==> config.mk <==
export PLATFORM = sky130hd
export DESIGN_NAME = sd_bus_scheduler
export DESIGN_NICKNAME = d
export VERILOG_FILES = /design/src/rtl/sd_bus_scheduler.sv
export SDC_FILE = /design/constraint.sdc
export NUM_CORES = 1
export LEC_CHECK = 0
export CAP_MARGIN = 40
export CORE_MARGIN = 10
export CORE_UTILIZATION = 30
export CTS_CLUSTER_DIAMETER = 50
export DETAILED_ROUTE_END_ITERATION = 7
export GPL_TIMING_DRIVEN = 0
export MAX_ROUTING_LAYER = met4
export SLEW_MARGIN = 15
export SYNTH_ARGS = -nofsm -noshare
export SYNTH_HDL_FRONTEND = slang
export SYNTH_SLANG_ARGS = --single-unit
==> constraint.sdc <==
create_clock -name SD_clk -period 2 [get_ports SD_clk]
set_input_delay 0.4 -clock SD_clk [delete_from_list [all_inputs] [get_ports SD_clk]]
set_output_delay 0.4 -clock SD_clk [all_outputs]
set_load 0.01 [all_outputs]
==> src/rtl/sd_bus_scheduler.sv <==
// Serialises block read/write commands from two requesters onto one SD SPI bus,
// with round-robin arbitration, per-operation timeout and an idle gap between operations.
module sd_bus_scheduler #(
    parameter int unsigned TIMEOUT = 5000000,
    parameter int unsigned GAP     = 8
) (
    input  logic        SD_clk,
    input  logic        rst_n,
    input  logic        init_o,
    input  logic [1:0]  req_valid,
    input  logic [1:0]  req_wr,
    input  logic [31:0] req_sec0,
    input  logic [31:0] req_sec1,
    output logic [1:0]  req_ready,
    output logic [1:0]  req_done,
    output logic [1:0]  req_err,
    output logic        write_req,
    output logic        read_req,
    output logic [31:0] write_sec,
    output logic [31:0] read_sec,
    input  logic        write_o,
    input  logic        read_o,
    input  logic        SD_cs_i,
    input  logic        SD_datain_i,
    input  logic        SD_cs_w,
    input  logic        SD_datain_w,
    input  logic        SD_cs_r,
    input  logic        SD_datain_r,
    output logic        SD_cs,
    output logic        SD_datain
);

    localparam logic [2:0] StInit  = 3'd0;
    localparam logic [2:0] StIdle  = 3'd1;
    localparam logic [2:0] StWrite = 3'd2;
    localparam logic [2:0] StRead  = 3'd3;
    localparam logic [2:0] StGap   = 3'd4;

    localparam logic [22:0] TimeoutLast = 23'(TIMEOUT - 1);
    localparam logic [22:0] GapLast     = 23'(GAP - 1);

    logic [2:0]  state_q;
    logic [22:0] cnt_q;
    logic        last_q;
    logic        owner_q;

    logic        grant_valid;
    logic        grant_id;
    logic [31:0] grant_sec;
    logic        complete;
    logic        expired;
    logic [1:0]  owner_onehot;

    // Requester after the last-granted one has priority on a tie.
    assign grant_valid  = (state_q == StIdle) && (req_valid != 2'b00);
    assign grant_id     = (req_valid == 2'b11) ? ~last_q : ~req_valid[0];
    assign grant_sec    = grant_id ? req_sec1 : req_sec0;
    assign req_ready    = grant_valid ? (grant_id ? 2'b10 : 2'b01) : 2'b00;

    // Completion wins over a coincident timeout.
    assign complete     = ((state_q == StWrite) && write_o) || ((state_q == StRead) && read_o);
    assign expired      = ((state_q == StWrite) || (state_q == StRead)) &&
                          (cnt_q == TimeoutLast) && !complete;
    assign owner_onehot = owner_q ? 2'b10 : 2'b01;
    assign req_done     = complete ? owner_onehot : 2'b00;
    assign req_err      = expired ? owner_onehot : 2'b00;

    always_ff @(posedge SD_clk or negedge rst_n) begin
        if (!rst_n) begin
            state_q   <= StInit;
            cnt_q     <= '0;
            last_q    <= 1'b1;
            owner_q   <= 1'b0;
            write_req <= 1'b0;
            read_req  <= 1'b0;
            write_sec <= '0;
            read_sec  <= '0;
        end else begin
            write_req <= 1'b0;
            read_req  <= 1'b0;
            case (state_q)
                StInit: begin
                    if (init_o) begin
                        state_q <= StIdle;
                    end
                end
                StIdle: begin
                    if (grant_valid) begin
                        owner_q <= grant_id;
                        last_q  <= grant_id;
                        cnt_q   <= '0;
                        if (req_wr[grant_id]) begin
                            state_q   <= StWrite;
                            write_req <= 1'b1;
                            write_sec <= grant_sec;
                        end else begin
                            state_q  <= StRead;
                            read_req <= 1'b1;
                            read_sec <= grant_sec;
                        end
                    end
                end
                StWrite, StRead: begin
                    if (complete || expired) begin
                        state_q <= StGap;
                        cnt_q   <= '0;
                    end else begin
                        cnt_q <= cnt_q + 23'd1;
                    end
                end
                StGap: begin
                    if (cnt_q == GapLast) begin
                        state_q <= StIdle;
                        cnt_q   <= '0;
                    end else begin
                        cnt_q <= cnt_q + 23'd1;
                    end
                end
                default: state_q <= StInit;
            endcase
        end
    end

    always_comb begin
        SD_cs     = 1'b1;
        SD_datain = 1'b1;
        case (state_q)
            StInit: begin
                SD_cs     = SD_cs_i;
                SD_datain = SD_datain_i;
            end
            StWrite: begin
                SD_cs     = SD_cs_w;
                SD_datain = SD_datain_w;
            end
            StRead: begin
                SD_cs     = SD_cs_r;
                SD_datain = SD_datain_r;
            end
            default: begin
                SD_cs     = 1'b1;
                SD_datain = 1'b1;
            end
        endcase
    end

endmodule

==> flow_summary.toml <==
[cells_and_area]
final_cell_count_no_fill = 913
drive_gt1_frac = 0.265
fin_util = 0.509
diodes = 0
nNetsFinal = 778
syn2layout_area_growth_pct = 64.7
fillCellCount = 1395

[yosys]
synth_edf_count = 0
synth_common_cells = "dfrtp_1 (93), nor2_1 (51), o21ai_0 (49)"
synth_most_common_cell = "dfrtp_1"
synth.area.top_cells = "dfrtp_1 (49%), mux2i_1 (5.7%), o21ai_0 (5.2%)"
synth-main-ff-cell = "dfrtp_1"
yosysTopAreaCellShare = 0.491
ys_seq_area_frac = 0.497
synth.cell_area_mm2 = 0.00474
syn_nets = 565
synth.largest_area_cell = "dfrtp_1"
yosys_warnings = 0
syn_avg_cell_area_um2 = 9.77
synth.distinct_cells = 51
postSynthCellCount = 485
ys_seq_elements = 94
synthArstFlopShare = 1.00

[status]
status = "finished with violations"
violations = "negative setup slack"

[sta]
setup_viol = 14
hold_viol = 0
clock.fmax_mhz = 475
worst_pin_slew_ps = 592
setup_slack_ps = -103
rsz0062_at_grt = "yes"
drv_slew = 0
fin_crit_sh = 1.05
min_period_ps = 2100
fin_skew_ps = 11.1
whs_ps = 425
slew_headroom = 0.603

[placement]
post-place-ws_ps = -1160
dp_hpwl_um = 12300
dp_cells = 849
port_buffers = 152
gp_congestion = 0.896

[floorplan]
boundaryPins = 153
dieArea_mm2 = 0.0212
rows = 45
start_util = 0.309
die_w_um = 146
die_h_um = 146
core-area_mm2 = 0.0153

[global_route]
track_usage = 0.161
grt_pass1_wl_um = 26900
antenna_found_initial = 0
grt_max_degree = 84
overflow = 0
grt_pass1_vias = 4819

[clock_network]
cts_tree = "built"
clockBufferDepth = 2
cts-root-buf = "clkbuf_16"
clock_latency_ps = 350
htreeDepth = 3
numCtsBuffers = 9
path_clk_slew_ps = 70
clock-sinks = 94

[pwr]
peakVddDrop_v = 0.000670
p_leak_nw = 3.27
clockPowerShare = 0.168
seqPwrFrac = 0.293
switching_share = 0.374
pwr-share-comb = 0.538
switching_power_w = 0.00390
p_per_area_mw_per_mm2 = 1340
p_int_w = 0.00653

[worst_setup_path]
crit_path_max_incr_delay_ps = 370
critical_path.max_fanout = 4
cp_slowest_cell = "dfrtp_1"
cp_cell_sequence = "buf_6, nand4b_1, nor3_4, nand2_4, nor3_1, buf_2"
worstPathArrival_ps = 1700
worstSetupStartpointType = "register"
crit_type = "register to primary output"
crit_required_ps = 1600
crit_path_end_kind = "primary output"

[detailed_routing]
routed_via_density = 5.09
num_vias = 4647
drt_iter0_drc = 354
antenna_left = 0
finalWirelength_um = 17600
dr.pass1.iters = 4
wire_per_inst_um = 19.2
drc = 0

[min_path]
hold_path.class = "input port to async pin"

[flow_run]
max_cap_viol_count = 0
[power groups by stage]
| stage | registers [W] | logic (W) | clock network, W |
|---|---|---|---|
| 5_1_grt | 0.00315 | 0.00605 | 0.00187 |
| 6_report | 0.00306 | 0.00562 | 0.00176 |
| 3_3_place_gp | 0.00303 | 0.00441 | 0 |
| 4_1_cts | 0.00306 | 0.00479 | 0.00180 |
| 3_5_place_dp | 0.00306 | 0.00446 | 0 |
| 2_1_floorplan | 0.00331 | 0.00180 | 0 |
[final timing paths]
check	endpoint	cells after the start	slack, ps	startpoint
setup / recovery	req_err[0]	6	-100	state_q[2]$_DFFE_PN0P_
hold / removal	cnt_q[19]$_DFFE_PN0P_	2	430	rst_n
setup reg to reg	state_q[0]$_DFFE_PN0P_	6	-100	cnt_q[14]$_DFFE_PN0P_
hold reg to reg	read_sec[23]$_DFFE_PN0P_	2	510	read_sec[23]$_DFFE_PN0P_
max in group asynchronous	cnt_q[7]$_DFFE_PN0P_	3	930	rst_n
min in group SD_clk	read_sec[23]$_DFFE_PN0P_	2	510	read_sec[23]$_DFFE_PN0P_
[stage by stage]
| stage | TNS [ps] | power, W | cell area [um^2] |
|---|---|---|---|
| floorplan | 0 | 0.00511 | 4740 |
| global placement | -335890 | 0.00744 | 6520 |
| detailed placement | -50750 | 0.00751 | 6550 |
| CTS | -344 | 0.00964 | 7170 |
| global route | -2140 | 0.0111 | 7800 |
| finish | -616 | 0.0104 | 7800 |
[critical path, delay by kind of cell, from the launching register on]
family | cells | cell delay, ps
buffers and inverters | 2 | 290
AND/OR/NAND/NOR | 4 | 690
flip-flops | 1 | 370
[sequential cells by signal, indices dropped and copies added (netlist names)]
register   cells
state_q        3
cnt_q         23
read_req       1
owner_q        1
read_sec      32
write_sec     32
last_q         1
write_req      1
[layout by cell type (no fill, tap or decap), types with 3 or more instances in the layout]
| cell type | Yosys | final |
|---|---|---|
| inv_1 | 8 | 7 |
| nor3_2 | 2 | 3 |
| nand4_1 | 4 | 4 |
| nand3_1 | 9 | 8 |
| clkbuf_16 | 0 | 15 |
| o22ai_2 | 0 | 5 |
| o21ai_1 | 0 | 10 |
| nor3_1 | 6 | 3 |
| dfrtp_2 | 0 | 3 |
| nand2_1 | 37 | 35 |
| clkbuf_1 | 16 | 9 |
| nor4_1 | 8 | 5 |
| a21oi_1 | 35 | 33 |
| o31ai_1 | 26 | 25 |
| o21ai_2 | 1 | 11 |
| clkbuf_2 | 1 | 5 |
| buf_6 | 4 | 19 |
| clkbuf_4 | 0 | 4 |
| o21ai_0 | 49 | 27 |
| nor2b_1 | 5 | 5 |
| buf_8 | 0 | 4 |
| buf_12 | 0 | 4 |
| buf_2 | 14 | 9 |
| a22oi_1 | 4 | 3 |
| and2_1 | 5 | 3 |
| mux2i_1 | 27 | 26 |
| nor2_4 | 0 | 5 |
| nor2_1 | 51 | 47 |
| and3_1 | 4 | 4 |
| o211ai_1 | 11 | 11 |
| dfrtp_1 | 93 | 90 |
| mux2_2 | 20 | 19 |
| clkdlybuf4s50_1 | 0 | 141 |
| buf_4 | 3 | 35 |
[kinds of logic (layout without fill, tap and decap cells)]
logic type,after synthesis,after routing,synth area share
AND/OR/NAND/NOR,148,148,0.151
multiplexers,48,48,0.107
buffers and inverters,46,263,0.0491
adder cells (fa/ha/maj),1,1,0.00264
AO/OA/AOI/OAI,148,148,0.193
flip-flops,94,94,0.497
[cell type report]
class | instances | area (um^2) | area share
Clock buffer | 9 | 225 | 0.0289
Clock inverter | 6 | 68.8 | 0.00882
Multi-Input combinational cell | 345 | 2490 | 0.319
Buffer | 37 | 347 | 0.0444
Inverter | 8 | 30.0 | 0.00385
Sequential cell | 94 | 2360 | 0.302
Timing Repair Buffer | 203 | 2020 | 0.259
Tap cell | 211 | 264 | 0.0338
[what timing repair did]
item | 4_1_cts | 5_1_grt
setup endpoints to repair | 98 | 78
hold buffers | 1 | 0
resized for setup | 92 | 107
hold endpoints to repair | 11 | 0
pin swaps | 8 | 49
buffers inserted | 15 | 28
cloned | 1 | 6
[routing by layer]
| metal | track usage | up-vias | routed length [um] | share of wire |
|---|---|---|---|---|
| met1 | 0.185 | 2278 | 7120 | 0.41 |
| met3 | 0.0562 | 25 | 1320 | 0.075 |
| met4 | 0.0485 | 0 | 336 | 0.019 |
| met2 | 0.258 | 160 | 8790 | 0.50 |
| met5 | - | - | 0 | 0 |
| li1 | - | 2184 | - | - |
(Power assumes the default switching activity.)
